### src/rtl/dmem_arbiter_if.sv
// Bus bundle for the two-port data-memory arbiter: core port A, DMA/debug port B,
// the shared memory port and the busy flag.
interface dmem_arbiter_if;
   logic        a_req;
   logic        a_we;
   logic [31:0] a_addr;
   logic [31:0] a_wdata;
   logic        a_ack;
   logic [31:0] a_rdata;
   logic        a_err;

   logic        b_req;
   logic        b_we;
   logic [31:0] b_addr;
   logic [31:0] b_wdata;
   logic        b_ack;
   logic [31:0] b_rdata;
   logic        b_err;

   logic [31:0] mem_addr;
   logic        mem_we;
   logic [31:0] mem_wdata;
   logic [31:0] mem_rdata;

   logic        busy;

   modport slave (
      input  a_req, a_we, a_addr, a_wdata,
      output a_ack, a_rdata, a_err,
      input  b_req, b_we, b_addr, b_wdata,
      output b_ack, b_rdata, b_err,
      output mem_addr, mem_we, mem_wdata,
      input  mem_rdata,
      output busy
   );

   modport master (
      output a_req, a_we, a_addr, a_wdata,
      input  a_ack, a_rdata, a_err,
      output b_req, b_we, b_addr, b_wdata,
      input  b_ack, b_rdata, b_err,
      input  mem_addr, mem_we, mem_wdata,
      output mem_rdata,
      input  busy
   );
endinterface

### src/rtl/dmem_arbiter.sv
// Round-robin arbiter sharing one single-cycle data memory between a core port (A)
// and a DMA/debug port (B); each transaction runs IDLE -> ACCESS -> RESP.
module dmem_arbiter #(
   parameter int DEPTH = 128
) (
   input logic           clk,
   input logic           rst,
   dmem_arbiter_if.slave bus
);

   localparam int AW = $clog2(DEPTH);
   localparam logic PORT_A = 1'b0;
   localparam logic PORT_B = 1'b1;

   typedef enum logic [1:0] {
      IDLE   = 2'd0,
      ACCESS = 2'd1,
      RESP   = 2'd2
   } state_t;

   state_t      state_q, state_d;
   logic        owner_q, owner_d;
   logic        last_owner_q, last_owner_d;
   logic        we_q, we_d;
   logic [31:0] addr_q, addr_d;
   logic [31:0] wdata_q, wdata_d;
   logic [31:0] rdata_q, rdata_d;
   logic        err_q, err_d;
   logic        winner;
   logic        in_range;

   assign in_range = ((addr_q >> AW) == 32'd0);

   // A lone requester wins; on a tie the port not served last wins.
   always_comb begin
      state_d      = state_q;
      owner_d      = owner_q;
      last_owner_d = last_owner_q;
      we_d         = we_q;
      addr_d       = addr_q;
      wdata_d      = wdata_q;
      rdata_d      = rdata_q;
      err_d        = err_q;
      winner       = PORT_A;

      case (state_q)
         IDLE: begin
            if (bus.a_req || bus.b_req) begin
               if (bus.a_req && bus.b_req) begin
                  winner = ~last_owner_q;
               end else begin
                  winner = bus.b_req ? PORT_B : PORT_A;
               end
               state_d      = ACCESS;
               owner_d      = winner;
               last_owner_d = winner;
               we_d         = (winner == PORT_B) ? bus.b_we    : bus.a_we;
               addr_d       = (winner == PORT_B) ? bus.b_addr  : bus.a_addr;
               wdata_d      = (winner == PORT_B) ? bus.b_wdata : bus.a_wdata;
            end
         end
         ACCESS: begin
            state_d = RESP;
            rdata_d = (!we_q && in_range) ? bus.mem_rdata : 32'd0;
            err_d   = !in_range;
         end
         RESP: begin
            state_d = IDLE;
         end
         default: begin
            state_d = IDLE;
         end
      endcase
   end

   always_ff @(posedge clk) begin
      if (rst) begin
         state_q      <= IDLE;
         owner_q      <= PORT_A;
         last_owner_q <= PORT_B;
         we_q         <= 1'b0;
         addr_q       <= 32'd0;
         wdata_q      <= 32'd0;
         rdata_q      <= 32'd0;
         err_q        <= 1'b0;
      end else begin
         state_q      <= state_d;
         owner_q      <= owner_d;
         last_owner_q <= last_owner_d;
         we_q         <= we_d;
         addr_q       <= addr_d;
         wdata_q      <= wdata_d;
         rdata_q      <= rdata_d;
         err_q        <= err_d;
      end
   end

   // Outputs are forced quiet while rst is high so nothing leaks out during reset.
   always_comb begin
      bus.mem_addr  = 32'd0;
      bus.mem_we    = 1'b0;
      bus.mem_wdata = 32'd0;
      bus.a_ack     = 1'b0;
      bus.a_rdata   = 32'd0;
      bus.a_err     = 1'b0;
      bus.b_ack     = 1'b0;
      bus.b_rdata   = 32'd0;
      bus.b_err     = 1'b0;
      bus.busy      = 1'b0;

      if (!rst) begin
         bus.busy = (state_q != IDLE);
         case (state_q)
            ACCESS: begin
               bus.mem_addr  = {{(32-AW){1'b0}}, addr_q[AW-1:0]};
               bus.mem_wdata = wdata_q;
               bus.mem_we    = we_q && in_range;
            end
            RESP: begin
               if (owner_q == PORT_B) begin
                  bus.b_ack   = 1'b1;
                  bus.b_rdata = rdata_q;
                  bus.b_err   = err_q;
               end else begin
                  bus.a_ack   = 1'b1;
                  bus.a_rdata = rdata_q;
                  bus.a_err   = err_q;
               end
            end
            default: begin
            end
         endcase
      end
   end

endmodule
### src/flat_wrapper.sv
// flat-port wrapper written by rule: the top's interface ports become plain ports
module dmem_arbiter_flat 
#(
   parameter int DEPTH = 128
)
  (clk, rst, bus_a_req, bus_a_we, bus_a_addr, bus_a_wdata, bus_a_ack, bus_a_rdata, bus_a_err, bus_b_req, bus_b_we, bus_b_addr, bus_b_wdata, bus_b_ack, bus_b_rdata, bus_b_err, bus_mem_addr, bus_mem_we, bus_mem_wdata, bus_mem_rdata, bus_busy);
  dmem_arbiter_if bus_i ();
  input logic clk;
  input logic rst;
  input wire logic [$bits(bus_i.a_req)-1:0] bus_a_req;
  input wire logic [$bits(bus_i.a_we)-1:0] bus_a_we;
  input wire logic [$bits(bus_i.a_addr)-1:0] bus_a_addr;
  input wire logic [$bits(bus_i.a_wdata)-1:0] bus_a_wdata;
  output wire logic [$bits(bus_i.a_ack)-1:0] bus_a_ack;
  output wire logic [$bits(bus_i.a_rdata)-1:0] bus_a_rdata;
  output wire logic [$bits(bus_i.a_err)-1:0] bus_a_err;
  input wire logic [$bits(bus_i.b_req)-1:0] bus_b_req;
  input wire logic [$bits(bus_i.b_we)-1:0] bus_b_we;
  input wire logic [$bits(bus_i.b_addr)-1:0] bus_b_addr;
  input wire logic [$bits(bus_i.b_wdata)-1:0] bus_b_wdata;
  output wire logic [$bits(bus_i.b_ack)-1:0] bus_b_ack;
  output wire logic [$bits(bus_i.b_rdata)-1:0] bus_b_rdata;
  output wire logic [$bits(bus_i.b_err)-1:0] bus_b_err;
  output wire logic [$bits(bus_i.mem_addr)-1:0] bus_mem_addr;
  output wire logic [$bits(bus_i.mem_we)-1:0] bus_mem_we;
  output wire logic [$bits(bus_i.mem_wdata)-1:0] bus_mem_wdata;
  input wire logic [$bits(bus_i.mem_rdata)-1:0] bus_mem_rdata;
  output wire logic [$bits(bus_i.busy)-1:0] bus_busy;
  assign bus_i.a_req = bus_a_req;
  assign bus_i.a_we = bus_a_we;
  assign bus_i.a_addr = bus_a_addr;
  assign bus_i.a_wdata = bus_a_wdata;
  assign bus_a_ack = bus_i.a_ack;
  assign bus_a_rdata = bus_i.a_rdata;
  assign bus_a_err = bus_i.a_err;
  assign bus_i.b_req = bus_b_req;
  assign bus_i.b_we = bus_b_we;
  assign bus_i.b_addr = bus_b_addr;
  assign bus_i.b_wdata = bus_b_wdata;
  assign bus_b_ack = bus_i.b_ack;
  assign bus_b_rdata = bus_i.b_rdata;
  assign bus_b_err = bus_i.b_err;
  assign bus_mem_addr = bus_i.mem_addr;
  assign bus_mem_we = bus_i.mem_we;
  assign bus_mem_wdata = bus_i.mem_wdata;
  assign bus_i.mem_rdata = bus_mem_rdata;
  assign bus_busy = bus_i.busy;
  dmem_arbiter #(.DEPTH(DEPTH)) u_core (.clk(clk), .rst(rst), .bus(bus_i));
endmodule
### config.mk
export PLATFORM = sky130hd
export DESIGN_NAME = dmem_arbiter_flat
export DESIGN_NICKNAME = d
export VERILOG_FILES = /design/src/rtl/dmem_arbiter_if.sv /design/src/rtl/dmem_arbiter.sv /design/src/flat_wrapper.sv
export SDC_FILE = /design/constraint.sdc
export NUM_CORES = 1
export LEC_CHECK = 0
export ABC_AREA = 1
export ABC_CLOCK_PERIOD_IN_PS = 1350
export CAP_MARGIN = 0
export CORE_AREA = 2 2 121 123
export DETAILED_ROUTE_END_ITERATION = 8
export DIE_AREA = 0 0 123 125
export MAX_ROUTING_LAYER = met4
export PLACE_DENSITY = 0.85
export SYNTH_ARGS = -nofsm -noshare
export SYNTH_HDL_FRONTEND = slang
export SYNTH_SLANG_ARGS = --single-unit
export TNS_END_PERCENT = 1
### constraint.sdc
create_clock -name clk -period 1.35 [get_ports clk]
set_input_delay 0.135 -clock clk [delete_from_list [all_inputs] [get_ports clk]]
set_output_delay 0.135 -clock clk [all_outputs]
set_load 0.05 [all_outputs]
==> results of run 1 <==
[stage by stage]
| step | TNS, ns | cell area (um^2) |
|---|---|---|
| floorplan | -41.66 | 6110 |
| global placement | -12.55 | 9200 |
| detailed placement | -18.18 | 9200 |
| CTS | -43.55 | 9900 |
| global route | -55.96 | 10100 |
[per-layer routing]
metal / global-route usage
met2: 0.454
met1: 0.269
met4: 0.0655
met3: 0.0602
met5: -
[kinds of logic after synthesis]
logic type	count (synthesis)	share of synthesized area
AOI/OAI and AO/OA	165	0.168
and+or+nand+nor	411	0.301
buffers and inverters	169	0.153
other	1	0.000694
DFF	102	0.378
[repair_timing]
action                     4_1_cts  5_1_grt
setup endpoints to repair      207      207
pin swaps                        5        2
buffers inserted                 1        0
gates resized for setup        109       91
==> key figures, run 1 <==
Placement
  – Detailed placement HPWL: 13300 um
  – Worst slack after detailed placement: -0.222 ns
  – Input/output buffers: 274
  – GPL Wtd Cong: 0.823
  – Inst Count DP: 1281

Floorplanning
  – Initial cell density of the core: 0.380
  – Top-level port count: 300
  – Overall die width: 123 um
  – Std cell rows: 44
  – Die height: 125 um

Synth
  – Portion of the post-synthesis area used by sequential elements: 0.378
  – Largest area contributor in the synthesized netlist: dfxtp_1
  – Cell types occupying the most area after synthesis: dfxtp_1 (38%), nand2_1 (15%), nor2_1 (11%), a31oi_1 (7.5%), o21ai_0 (6.1%)
  – Cell area after technology mapping: 0.00540 mm^2
  – Yosys warning total: 0
  – Proportion of synthesized flip-flops having asynchronous set or reset: 0
  – Most instantiated library cell after synthesis: nand2_1
  – Area share of the largest cell type after synthesis: 0.378
  – Gate count after technology mapping: 848
  – #FFs+latches synth: 102
  – Distinct cell type count after synthesis: 22
  – Top cells by count, synth: nand2_1 (214), nor2_1 (155), dfxtp_1 (102), inv_1 (72), o21ai_0 (66)
  – Ys flop type: dfxtp_1
  – Synth Area per Inst: 6.37 um^2
  – Number of flops mapped to enable cells by yosys: 0

Clock tree
  – Number of clock sinks: 102
  – H-tree level count: 3
  – Cts-stage hold buffer count: 0
  – Clock buffer depth: 2
  – Number of CTS-inserted buffers: 9
  – Root Buffer: clkbuf_16

Global route
  – Pin count of the biggest net entering global routing: 68
  – First-pass GRT wire length: 30000 um
  – Sum of overflow across all layers after global routing: 0
  – Antenna violations before repair: 0
  – All-layer global routing usage: 0.250
  – Number of global-route vias before repair: 6196

Outcome
  – Terminating stage of the flow: 5_2_route
  – Result of the run: stopped before the end
  – First error in the log: [ERROR DRT-0255] Maze Route cannot find path of net clk in worker of routeBox ( 96600 0 ) ( 123000 48300 ).

STA
  – GRT worst endpoint: bus_b_rdata[11]
  – Worst EP Category: primary output
==> inputs of run 2 (changes only) <==
--- a/config.mk
+++ b/config.mk
@@ -8,11 +8,10 @@
 export ABC_AREA = 1
 export ABC_CLOCK_PERIOD_IN_PS = 1350
 export CAP_MARGIN = 0
-export CORE_AREA = 2 2 121 123
+export CORE_AREA = 2 2 136 138
 export DETAILED_ROUTE_END_ITERATION = 8
-export DIE_AREA = 0 0 123 125
-export MAX_ROUTING_LAYER = met4
-export PLACE_DENSITY = 0.85
+export DIE_AREA = 0 0 138 140
+export PLACE_DENSITY_LB_ADDON = 0.15
 export SYNTH_ARGS = -nofsm -noshare
 export SYNTH_HDL_FRONTEND = slang
 export SYNTH_SLANG_ARGS = --single-unit
==> run 2 against run 1 <==
Global-route usage decreased by 6.0 points. The flow now finishes, with violations (negative setup slack). Synthesized cell count unchanged. Area after synthesis unchanged.
==> key figures, run 2 <==
Finish
  – Util after Layout: 0.560
  – Final-layout fill cell count: 1682
  – FF/Latch Area: 0.00204 mm^2
  – Syn-to-layout area delta: 84.4%
  – Total non-filler cell area in the finished layout: 0.00996 mm^2
  – Share of final-layout standard cells stronger than drive strength 1: 0.259
  – Multi-input gate area: 0.00325 mm^2
  – Number of diodes added for antenna fixing: 0
  – Most common cell after layout, fill and taps aside: nand2_1
  – Registers with the most flip-flops: u_core.addr_q x32, u_core.rdata_q x32, u_core.wdata_q x32
  – Nets: 1270
  – Commonest cells after routing, fill and taps aside: nand2_1 (211), clkdlybuf4s50_1 (164), dfxtp_1 (101)

Synth
  – Top cells by count, synth: nand2_1 (214), nor2_1 (155), dfxtp_1 (102), inv_1 (72), o21ai_0 (66)
  – Number of flops mapped to enable cells by yosys: 0 (unchanged)
  – Yosys warning total: 0 (unchanged)
  – Cell area after technology mapping: 0.00540 mm^2 (unchanged)
  – Area share of the largest cell type after synthesis: 0.378 (unchanged)
  – Proportion of synthesized flip-flops having asynchronous set or reset: 0 (unchanged)
  – Synth Area per Inst: 6.37 um^2 (unchanged)
  – Cell types occupying the most area after synthesis: dfxtp_1 (38%), nand2_1 (15%), nor2_1 (11%), a31oi_1 (7.5%), o21ai_0 (6.1%)
  – #FFs+latches synth: 102 (unchanged)
  – Ys flop type: dfxtp_1
  – Largest area contributor in the synthesized netlist: dfxtp_1
  – Portion of the post-synthesis area used by sequential elements: 0.378 (unchanged)
  – Most instantiated library cell after synthesis: nand2_1
  – Distinct cell type count after synthesis: 22 (unchanged)
  – Gate count after technology mapping: 848 (unchanged)

Clock tree
  – Clock buffer depth: 2 (unchanged)
  – H-tree level count: 3 (unchanged)
  – Setup bufs post-CTS: 0 (-1)
  – Number of CTS-inserted buffers: 9 (unchanged)
  – Cts-stage hold buffer count: 0 (unchanged)
  – Clock network latency to the later pin of the worst-skew pair: 0.35 ns
  – Clock tree from TritonCTS: yes
  – Number of clock sinks: 102 (unchanged)
  – Root Buffer: clkbuf_16
  – Clock-pin slew on the worst setup and hold paths: 0.07 ns

Route
  – Final Routed Wirelength: 18500 um
  – WL/cell: 13.8 um
  – Final antenna-violating net count: 0
  – Detail-routed via count per cell: 4.56
  – Iteration-0 DRC Markers: 262
  – Detailed-router iteration count before antenna repair: 5
  – DRC violations left: 0
  – Vias post-DR: 6096

STA
  – Final setup skew: 0.00652 ns
  – Count of pins over their slew limit: 0
  – Fraction of the cycle the final worst path needs: 1.33
  – Final Hold Fails: 0
  – Unrepaired setup endpoints after global routing: true
  – Final-report setup violation count: 156
  – Least setup slack across all paths after layout: -0.440 ns
  – Maximum clock rate: 559 MHz
  – Final Critical Period: 1.79 ns

Floorplanning
  – Initial cell density of the core: 0.304 (-0.0765)
  – Std cell rows: 49 (+11%)
  – Top-level port count: 300 (unchanged)
  – Die height: 140 um (+12%)
  – Overall die width: 138 um (+12%)
  – Area of the core: 0.0178 mm^2
  – Die ar.: 0.0193 mm^2

Setup path
  – Worst setup EP type: output port
  – Most used cell along the critical path: inv_2
  – Reg2reg setup slack: -0.07 ns
  – Largest fanout of any net on the critical path: 10
  – Largest stage delay on the critical path: 0.34 ns
  – Kind of start point of the critical path: flip-flop
  – Data arrival, critical path: 1.66 ns
  – WS Path Type: flip-flop to output port
  – Required time reported for the critical path endpoint: 1.22 ns
  – Slowest CP cell: dfxtp_2
  – Cell depth of the worst flop-to-flop path: 6
  – Ordered cell list for the critical path: inv_2 -> nor2_2 -> inv_2 -> nor3_4 -> inv_4 -> buf_12 -> nor2_4 -> buf_6

Worst hold path
  – Min-Delay Path Depth: 3
  – Classification of the worst-slack hold path: input pin to flip-flop

Global route
  – Antenna violations before repair: 0 (unchanged)
  – Met2 Use GR: 0.323 (-0.132)
  – Number of global-route vias before repair: 5825 (-6.0%)
  – Pin count of the biggest net entering global routing: 74 (+8.8%)
  – Sum of overflow across all layers after global routing: 0 (unchanged)
  – Met3 routing resource usage after global routing: 0.0598 (-0.000390)
  – Layer with the highest usage: met2
  – All-layer global routing usage: 0.190 (-0.0601)
  – First-pass GRT wire length: 29900 um (-0.34%)
  – Met1 track demand over resource in global routing: 0.234 (-0.0345)

Outcome
  – Violations in the final reports: negative setup slack
  – Result of the run: finished, violations left

Power
  – Largest voltage drop on the vdd net: 0.649 mV
  – Cell Pwr Density: 824 mW/mm^2
  – Leakage power of the design: 3.76 nW

Placement
  – GPL Wtd Cong: 0.780 (-5.2%)
  – Input/output buffers: 274 (unchanged)
  – Cell area after placement: 0.00923 mm^2 (+0.29%)
  – Detailed placement HPWL: 13700 um (+2.9%)

Job
  – Number of maximum-capacitance violations: 0
run 2: kinds of logic (layout without fill, tap and decap cells):
| kind of cell | Yosys count | after routing | synth area share |
|---|---|---|---|
| buf+inv | 169 | 406 | 0.153 |
| other cells | 1 | 25 | 0.000694 |
| simple gates | 411 | 411 | 0.301 |
| compound gates | 165 | 165 | 0.168 |
| flops | 102 | 102 | 0.378 |
run 2: repair_timing:
item,4_1_cts,5_1_grt
resized for setup,99,25
endpoints found under the setup margin,179,209
pin swaps,7,2
run 2: layout make-up:
cell class / count / share of cell area
inverter: 78 / 0.0299
timing repair buffer: 312 / 0.379
multi-input combinational: 601 / 0.327
clock inverter: 3 / 0.00427
sequential: 102 / 0.205
clock buffer: 13 / 0.0261
tap: 229 / 0.0288
run 2: report_power, final:
part	internal [W]	switching, W	leakage (nW)
registers	0.00325	0.000116	0.840
clock network	0.00154	0.00118	0.146
logic	0.000961	0.00116	2.78
run 2: through the flow:
stage                     setup TNS [ns]  hold WS (ns)  power, W  std cells  worst slack (ns)
final                             -40.91         0.287   0.00821       1338            -0.440
after global placement            -13.40         0.453   0.00551       1322            -0.152
after floorplan                   -41.66         0.208   0.00462        872            -0.479
after CTS                         -44.74         0.262   0.00829       1338            -0.463
after global routing              -62.92         0.290   0.00861       1338            -0.557
after detailed placement          -16.30         0.457   0.00553       1322            -0.195
run 2: worst max-delay path: cells and delay by family (launching register included):
family / cells / cell delay (ns)
and+or+nand+nor: 3 / 0.40
DFF: 1 / 0.34
buffers and inverters: 5 / 0.58
run 2: worst paths after layout:
check | to | from
setup / recovery | bus_b_rdata[10] | u_core.state_q[1]
hold / removal | u_core.state_q[0] | rst
setup reg to reg | u_core.addr_q[10] | u_core.state_q[0]
hold reg to reg | u_core.rdata_q[0] | u_core.rdata_q[0]
run 2: layer usage:
metal  vias to the layer above  part of all wire
met2                       208              0.49
met4                         0             0.012
met1                      2722              0.41
met5                         -                 0
met3                        15             0.082
li1                       3151                 -
Power figures use the tool's default switching activity.
